==> src/rtl/pwm_pkg.sv <==
// pwm_pkg: shared types, defaults and helpers for the PWM decoder slice.
package pwm_pkg;

    // Default recovered-level width; window length is 2**width clocks
    localparam int unsigned C_LEVEL_WIDTH_DEF = 8;

    // Widest level the saturation helper handles
    localparam int unsigned SAT_MAX_W = 31;

    // Decoder state: discard the first (partial) window, then run
    typedef enum logic {
        WARMUP = 1'b0,
        RUN    = 1'b1
    } decState_t;

    // Clamp a (w+1)-bit ones count to w bits: a full window (2**w) maps to all ones
    function automatic logic [SAT_MAX_W-1:0] satLevel(
        input logic [SAT_MAX_W:0] total,
        input int unsigned        w
    );
        logic [SAT_MAX_W:0] lim;
        lim = (SAT_MAX_W+1)'(1) << w;
        if (total >= lim) begin
            return SAT_MAX_W'(lim - (SAT_MAX_W+1)'(1));
        end
        return SAT_MAX_W'(total);
    endfunction

endpackage

==> src/rtl/pwm_sync.sv <==
// pwm_sync: two-flop synchronizer with asynchronous active-low reset to 0.
module pwm_sync (
    input  logic clk,
    input  logic rstb,
    input  logic in,
    output logic out
);

    logic meta;

    // Two-stage capture of the asynchronous input
    always_ff @(posedge clk or negedge rstb) begin
        if (!rstb) begin
            meta <= 1'b0;
            out  <= 1'b0;
        end else begin
            meta <= in;
            out  <= meta;
        end
    end

endmodule

==> src/rtl/pwm_decoder.sv <==
// pwm_decoder: sinc1 decimator recovering a level word from a PWM/sigma-delta
// bitstream over a free-running window of 2**C_LEVEL_WIDTH clocks.
// Optional macro PWM_DEC_SYNC_EN: the input passes through a 2-flop
// synchronizer and the window timing is held off by the same 2 clocks, so the
// level sequence is unchanged and only shifted in time.
module pwm_decoder
    import pwm_pkg::*;
#(
    parameter int unsigned C_LEVEL_WIDTH = C_LEVEL_WIDTH_DEF,
    parameter int unsigned C_STABLE_CNT  = 2
) (
    input  logic                     clk,
    input  logic                     rstb,
    input  logic                     in,
    output logic [C_LEVEL_WIDTH-1:0] level,
    output logic                     valid,
    output logic                     stable
);

    localparam int unsigned LW      = C_LEVEL_WIDTH;
    localparam int unsigned CW      = C_LEVEL_WIDTH + 1;
    localparam int unsigned MATCH_W = (C_STABLE_CNT > 1) ? $clog2(C_STABLE_CNT) : 1;
    localparam logic [MATCH_W-1:0] MATCH_MAX = MATCH_W'(C_STABLE_CNT - 1);

    logic              sample;
    logic              armed;
    logic [LW-1:0]     winCnt;
    logic [CW-1:0]     onesCnt;
    logic [CW-1:0]     total;
    logic              frameEnd;
    decState_t         state;
    decState_t         nextState;
    logic              update;
    logic [LW-1:0]     newLevel;
    logic [MATCH_W-1:0] matchCnt;
    logic [MATCH_W-1:0] matchNext;
    logic              hasPrev;

`ifdef PWM_DEC_SYNC_EN
    // Synchronized input; the arm flag delays counting to line windows up with it
    pwm_sync u_inSync (
        .clk  (clk),
        .rstb (rstb),
        .in   (in),
        .out  (sample)
    );

    pwm_sync u_armSync (
        .clk  (clk),
        .rstb (rstb),
        .in   (1'b1),
        .out  (armed)
    );
`else
    assign sample = in;
    assign armed  = 1'b1;
`endif

    // Window total including this cycle's sample
    assign total    = onesCnt + CW'(sample);
    assign frameEnd = armed && (winCnt == {LW{1'b1}});
    assign newLevel = LW'(satLevel((SAT_MAX_W+1)'(total), LW));

    // Free-running window position
    always_ff @(posedge clk or negedge rstb) begin
        if (!rstb) begin
            winCnt <= '0;
        end else if (armed) begin
            winCnt <= winCnt + LW'(1);
        end
    end

    // Ones accumulator; the frame-end sample lands in total, next window starts empty
    always_ff @(posedge clk or negedge rstb) begin
        if (!rstb) begin
            onesCnt <= '0;
        end else if (armed) begin
            onesCnt <= frameEnd ? '0 : total;
        end
    end

    // FSM state register
    always_ff @(posedge clk or negedge rstb) begin
        if (!rstb) begin
            state <= WARMUP;
        end else begin
            state <= nextState;
        end
    end

    // FSM next state: leave WARMUP at the first frame end, then stay in RUN
    always_comb begin
        nextState = state;
        if (state == WARMUP && frameEnd) begin
            nextState = RUN;
        end
    end

    // FSM outputs: publish a result only at frame ends while running
    always_comb begin
        update = 1'b0;
        if (state == RUN && frameEnd) begin
            update = 1'b1;
        end
    end

    // Match counter step: count repeats of the previous published level
    always_comb begin
        matchNext = '0;
        if (hasPrev && newLevel == level) begin
            matchNext = (matchCnt == MATCH_MAX) ? matchCnt : matchCnt + MATCH_W'(1);
        end
    end

    // Registered outputs and stability tracking
    always_ff @(posedge clk or negedge rstb) begin
        if (!rstb) begin
            level    <= '0;
            valid    <= 1'b0;
            stable   <= 1'b0;
            matchCnt <= '0;
            hasPrev  <= 1'b0;
        end else begin
            valid <= update;
            if (update) begin
                level    <= newLevel;
                matchCnt <= matchNext;
                stable   <= (matchNext == MATCH_MAX);
                hasPrev  <= 1'b1;
            end
        end
    end

endmodule

==> config.mk <==
export PLATFORM = sky130hd
export DESIGN_NAME = pwm_decoder
export DESIGN_NICKNAME = d
export VERILOG_FILES = /design/src/rtl/pwm_pkg.sv /design/src/rtl/pwm_sync.sv /design/src/rtl/pwm_decoder.sv
export SDC_FILE = /design/constraint.sdc
export NUM_CORES = 1
export LEC_CHECK = 0
export CELL_PAD_IN_SITES_DETAIL_PLACEMENT = 0
export CELL_PAD_IN_SITES_GLOBAL_PLACEMENT = 1
export CORE_MARGIN = 2
export CORE_UTILIZATION = 40
export DETAILED_ROUTE_END_ITERATION = 12
export HOLD_SLACK_MARGIN = 0.08
export PLACE_DENSITY_LB_ADDON = 0.1
export SETUP_SLACK_MARGIN = 0.5
export SYNTH_ARGS = -nofsm -noshare
export SYNTH_HDL_FRONTEND = slang
export SYNTH_SLANG_ARGS = --single-unit
==> constraint.sdc <==
create_clock -name clk -period 2.13 [get_ports clk]
set_clock_uncertainty 0.05 [all_clocks]
set_input_delay 0.426 -clock clk [delete_from_list [all_inputs] [get_ports clk]]
set_output_delay 0.426 -clock clk [all_outputs]
set_load 0.05 [all_outputs]
==> flow_summary.json, run 1 <==
{
  "cp_num_buf_inv": 1,
  "drc": 0,
  "worstHoldStart": "state$_DFFE_PN0P_",
  "wl_per_cell_um": 14.9,
  "hold_viol": 0,
  "initial_core_util_pct": 40.9,
  "final_nets": 196,
  "root_buffer": "clkbuf_8",
  "r2r-end": "matchCnt$_DFFE_PN0P_",
  "crit_cells": 10,
  "cts_tree": "built",
  "antenna_found_initial": 0,
  "leakagePower_uw": 0.000955,
  "ant_nets": 0,
  "crit_required_ns": 2.30,
  "grt_pass1_vias": 1259,
  "syn-cell-area_um2": 1470,
  "dr.pass1.iters": 4,
  "whs_ns": 0.420,
  "utilization_pct": 59.1,
  "avgSynthCellArea_um2": 10.1,
  "cp_max_fo": 4,
  "synth_nets": 153,
  "dp_cells": 228,
  "p_per_area_nw_per_um2": 968,
  "htree_num_levels": 2,
  "synth_edf_count": 0,
  "fmaxAchievable_mhz": 451,
  "setup_slack_ns": -0.0893,
  "rr_worst_depth": 10,
  "clkTransAtPathRegs_ns": 0.07,
  "ys_types": 41,
  "wl_um": 3550,
  "rsz0062_at_grt": "yes",
  "fp.coreArea_um2": 3610,
  "grt_overflow": 0,
  "diodes": 0,
  "final_cell_mix": "dfrtp_1, buf_4, nand2_1, nor2_1, xnor2_1",
  "ctsLongestPathBuffers": 2,
  "finalCritPeriodShare_pct": 104,
  "finalNonFillerCells": 238,
  "final_common_cell": "dfrtp_1",
  "cp_common_cell": "ha_4",
  "io_buffers": 12,
  "maxCapViolCount": 0,
  "hpwl_um": 2450,
  "areaGrowthSynthToFinish_pct": 44.5,
  "worstPathCellList": "ha_4 -> ha_4 -> and3_4 -> a311oi_4 -> a31o_4 -> xor2_2 -> o21ai_1 -> nor4_1 -> buf_4 -> a32o_1",
  "yosysSeqAreaShare_pct": 49.2,
  "slew_headroom_pct": 68.1,
  "die_area_um2": 4190,
  "vdd_ir_drop_max_v": 0.000603,
  "rows": 22,
  "hp-class": "reg2reg",
  "critPathCapture": "matchCnt$_DFFE_PN0P_",
  "async_reset_ff_share_pct": 100,
  "die_y_um": 64.7,
  "track_usage_pct": 19.6,
  "critPathLaunch": "onesCnt[0]$_DFF_PN0_",
  "violations": "setup timing",
  "layout-drive-gt1-share_pct": 36.8,
  "slowest_stage": "dfrtp_1",
  "netlist_instances": 146,
  "outcome": "finished with violations",
  "ios": 13,
  "setup_viol": 1,
  "ff2ff_setup_slack_ns": -0.09,
  "tightest_slew_ns": 0.481,
  "final.min_clock_period_ns": 2.22,
  "synthFlopType": "dfrtp_1",
  "path_delay_family": "compound AO/OA/AOI/OAI gates",
  "setup-tns-final_ns": -0.0893,
  "synth_seq_cells": 29,
  "gp_congestion": 0.845,
  "die_x_um": 64.7,
  "crit_arrival_ns": 2.39,
  "worstSetupPathType": "reg2reg",
  "startpoint_type": "flop",
  "endpoint_kind": "flop",
  "max_stage_delay_ns": 0.41,
  "clk_latency_ns": 0.28,
  "clock_sinks": 29,
  "drt_iter0_markers": 44,
  "maxSlewViolCount": 0,
  "cts_inserted_buffers": 5,
  "r2r_start": "onesCnt[0]$_DFF_PN0_",
  "yosysWarnings": 0,
  "dp_slack_ns": -0.686,
  "grt_pass1_wl_um": 6120,
  "grt_max_degree": 30,
  "vias": 1215,
  "drt-vias-per-instance": 5.11
}
==> logic make-up (layout without fill, tap and decap cells) <==
kind of cell,count (synthesis),after routing,share of synthesized area [%]
AND/OR/NAND/NOR,63,63,22.5
adder cells (fa/ha/maj),4,4,3.40
AO/OA/AOI/OAI,21,21,10.0
multiplexers,1,1,0.679
XOR/XNOR,19,19,11.3
buffers and inverters,9,53,2.89
flip-flops,29,29,49.2
==> sequential cells by signal, indices dropped and copies added (netlist names) <==
signal / flops
valid: 1
hasPrev: 1
level: 8
state: 1
onesCnt: 9
matchCnt: 1
winCnt: 8
==> metrics by stage <==
| step | instance area, µm² | total power [µW] |
|---|---|---|
| 6_report | 2130 | 2060 |
| 5_1_grt | 2130 | 2190 |
| 4_1_cts | 2080 | 2000 |
| 3_5_place_dp | 1890 | 1330 |
| 3_3_place_gp | 1890 | 1310 |
| 2_1_floorplan | 1540 | 1050 |
==> Yosys cell counts, types with 2 or more instances <==
cell type / n / area, µm²
dfrtp_1: 29 / 726
nor2_1: 18 / 67.6
nand2_1: 17 / 63.8
xnor2_1: 10 / 87.6
xor2_1: 9 / 78.8
nand4_1: 6 / 37.5
o21ai_0: 5 / 25.0
a31oi_1: 4 / 25.0
clkbuf_1: 4 / 15.0
ha_1: 4 / 50.1
inv_1: 3 / 11.3
nand3_1: 3 / 15.0
nor2b_1: 3 / 18.8
nor3_1: 3 / 15.0
and2_1: 2 / 12.5
==> per-layer routing <==
layer / up-vias / wire length, µm / global-route usage, %
li1: 589 / - / -
met1: 591 / 1690 / 26.1
met2: 26 / 1640 / 30.9
met3: 9 / 144 / 5.56
met4: 0 / 64 / 6.38
met5: - / 0 / 0
==> worst min path at each step <==
stage                          end  slack [ns]  cells after the start
3_3_place_gp   hasPrev$_DFFE_PN0P_        0.40                      1
2_1_floorplan  hasPrev$_DFFE_PN0P_        0.08                      0
5_1_grt        hasPrev$_DFFE_PN0P_        0.44                      1
6_report         state$_DFFE_PN0P_        0.42                      1
4_1_cts        hasPrev$_DFFE_PN0P_        0.42                      1
3_5_place_dp   hasPrev$_DFFE_PN0P_        0.40                      1
==> what timing repair did <==
item                       4_1_cts  5_1_grt
gates resized for setup         39       20
buffers inserted                 2        0
pin swaps                        7        2
hold buffers                     0        0
setup endpoints to repair       25       18
==> layout make-up <==
cell class	instances	area, µm²
clock buffers	7	86.3
inverters	3	11.3
multi-input cells	108	873
well taps	48	60.1
clock inverters	1	30.0
repair buffers	42	343
fillers	314	1480
flip-flops and latches	29	726
==> where the power goes <==
| group | total, µW | internal (µW) | switching, µW | leakage, µW |
|---|---|---|---|---|
| clock | 592 | 381 | 212 | 0.0000585 |
| sequential | 707 | 616 | 91.0 | 0.000337 |
| combinational | 763 | 408 | 356 | 0.000559 |
(Power assumes the default switching activity.)
==> run 2, diff against run 1 <==
--- a/config.mk
+++ b/config.mk
@@ -10,7 +10,7 @@
 export CORE_MARGIN = 2
 export CORE_UTILIZATION = 40
 export DETAILED_ROUTE_END_ITERATION = 12
-export HOLD_SLACK_MARGIN = 0.08
+export HOLD_SLACK_MARGIN = 0.02
 export PLACE_DENSITY_LB_ADDON = 0.1
 export SETUP_SLACK_MARGIN = 0.5
 export SYNTH_ARGS = -nofsm -noshare
==> results of run 2 <==
No change in the layout: final DEF, timing and power equal those of run 1.
==> run 3, diff against run 2 <==
==> constraint.sdc (replaced) <==
create_clock -name clk -period 2 [get_ports clk]
set_clock_uncertainty 0.05 [all_clocks]
set_input_delay 0.4 -clock clk [delete_from_list [all_inputs] [get_ports clk]]
set_output_delay 0.4 -clock clk [all_outputs]
set_load 0.05 [all_outputs]
==> flow_summary.json, run 3 (same netlist as run 1, synthesis figures left out) <==
{
  "crit_arrival_ns": 2.31,
  "grt_overflow": 0,
  "worstPathCellList": "ha_4 -> ha_4 -> buf_6 -> nand3_2 -> or3_1 -> nand2_1 -> nor2_1 -> o32ai_1 -> nor4_2 -> buf_4 -> a32o_1",
  "final.min_clock_period_ns": 2.20,
  "ios": 13,
  "final_nets": 204,
  "vias": 1252,
  "totalPowerFinal_uw": 2120,
  "diodes": 0,
  "htree_num_levels": 2,
  "dp_slack_ns": -0.765,
  "ant_nets": 0,
  "fmaxAchievable_mhz": 455,
  "final_common_cell": "buf_4",
  "crit_required_ns": 2.12,
  "finalCritPeriodShare_pct": 110,
  "worstSetupPathType": "reg2reg",
  "ctsLongestPathBuffers": 2,
  "drt-vias-per-instance": 5.09,
  "hold_viol": 0,
  "largest_reg_flops": 9,
  "reg_top3": "onesCnt x9, level x8, winCnt x8",
  "startpoint_type": "flop",
  "vdd_ir_drop_max_v": 0.000477,
  "violations": "setup timing",
  "dp_cells": 232,
  "seqCellArea_um2": 726,
  "hold_buffers": 0,
  "maxSlewViolCount": 0,
  "max_stage_delay_ns": 0.40,
  "clkTransAtPathRegs_ns": 0.06,
  "fp.coreArea_um2": 3610,
  "clock_sinks": 29,
  "hp-class": "reg2reg",
  "p_per_area_nw_per_um2": 978,
  "switching_share_pct": 33.1,
  "io_buffers": 12,
  "areaGrowthSynthToFinish_pct": 46.9,
  "leakagePower_uw": 0.000975,
  "fill_cells": 308,
  "final_cell_mix": "buf_4, dfrtp_1, nand2_1, nor2_1",
  "initial_core_util_pct": 40.9,
  "die_area_um2": 4190,
  "drt_iter0_markers": 59,
  "hold_path_depth": 1,
  "setup_viol": 1,
  "endpoint_kind": "flop",
  "track_usage_pct": 19.1,
  "top_register": "onesCnt",
  "layout-drive-gt1-share_pct": 41.9,
  "drc": 0,
  "die_x_um": 64.7,
  "wl_per_cell_um": 14.2,
  "p_switching_uw": 702,
  "gp_congestion": 0.835,
  "grt_max_degree": 30,
  "grt_pass1_vias": 1231,
  "clkPwrFrac_pct": 22.0,
  "p_comb_share_pct": 42.8,
  "tightest_slew_ns": 0.407,
  "finalNonFillerCells": 246,
  "rr_worst_depth": 11,
  "wl_um": 3490,
  "maxCapViolCount": 0,
  "cp_common_cell": "ha_4",
  "cts_inserted_buffers": 5,
  "rows": 22,
  "root_buffer": "clkbuf_8",
  "rsz0062_at_grt": "yes",
  "whs_ns": 0.416,
  "hpwl_um": 2410,
  "cts_tree": "built",
  "multiInputGateArea_um2": 875,
  "seqPwrFrac_pct": 35.2,
  "grt_pass1_wl_um": 5960,
  "cp_max_fo": 3,
  "dr.pass1.iters": 4,
  "antenna_found_initial": 0,
  "outcome": "finished with violations",
  "slew_headroom_pct": 72.8,
  "p_int_uw": 1420,
  "setup_slack_ns": -0.196,
  "die_y_um": 64.7,
  "slowest_stage": "dfrtp_1",
  "clk_latency_ns": 0.28
}
[run 3: critical path, delay by kind of cell, from the launching register on]
| kind | cells | cell delay (ns) |
|---|---|---|
| AND/OR/NAND/NOR | 5 | 0.69 |
| adder cells (fa/ha/maj) | 2 | 0.28 |
| flip-flops | 1 | 0.40 |
| buffers and inverters | 2 | 0.25 |
| AO/OA/AOI/OAI | 2 | 0.41 |
[run 3: timing repair]
item                                    CTS  global route
pin swaps                                12            11
resized for setup                        25            18
endpoints found under the setup margin   18            15
buffers inserted                          2             4
[run 3: stage by stage]
| step | util, % | area (µm²) | TNS [ns] |
|---|---|---|---|
| floorplan | - | 1540 | -0.0882 |
| global placement | 52.7 | 1900 | -3.33 |
| detailed placement | 52.7 | 1900 | -3.48 |
| CTS | 57.1 | 2060 | -0.297 |
| global route | 60.0 | 2160 | -0.310 |
| finish | 60.0 | 2160 | -0.196 |
[run 3: power groups by stage]
stage                     combinational (µW)  sequential (µW)  clock, µW
after floorplan                          371              751          0
after global placement                   666              744          0
after detailed placement                 675              750          0
after CTS                                750              744        480
after global routing                     988              754        515
final                                    906              745        466
[run 3: worst paths after layout]
path | from | end | slack [ns]
worst max-delay path | onesCnt[0]$_DFF_PN0_ | matchCnt$_DFFE_PN0P_ | -0.20
max in group asynchronous | rstb | onesCnt[5]$_DFF_PN0_ | 1.16
worst min register to register | winCnt[7]$_DFF_PN0_ | winCnt[7]$_DFF_PN0_ | 0.42
worst min-delay path | winCnt[7]$_DFF_PN0_ | winCnt[7]$_DFF_PN0_ | 0.42
worst max register to register | onesCnt[0]$_DFF_PN0_ | matchCnt$_DFFE_PN0P_ | -0.20
min in group asynchronous | rstb | hasPrev$_DFFE_PN0P_ | 0.46
[run 3: per-layer routing]
layer	vias to the layer above	track usage (%)	share of wire, %
met1	613	23.2	45
met5	-	0	0
met4	0	7.98	1.9
li1	613	-	-
met3	8	5.73	3.7
met2	18	31.6	49
[run 3: final cells by class]
| class | instances | share of cell area [%] |
|---|---|---|
| timing repair buffer | 50 | 19.0 |
| tap | 48 | 2.77 |
| inverter | 3 | 0.520 |
| sequential | 29 | 33.5 |
| multi-input combinational | 108 | 40.4 |
| clock inverter | 2 | 0.462 |
| clock buffer | 6 | 3.35 |
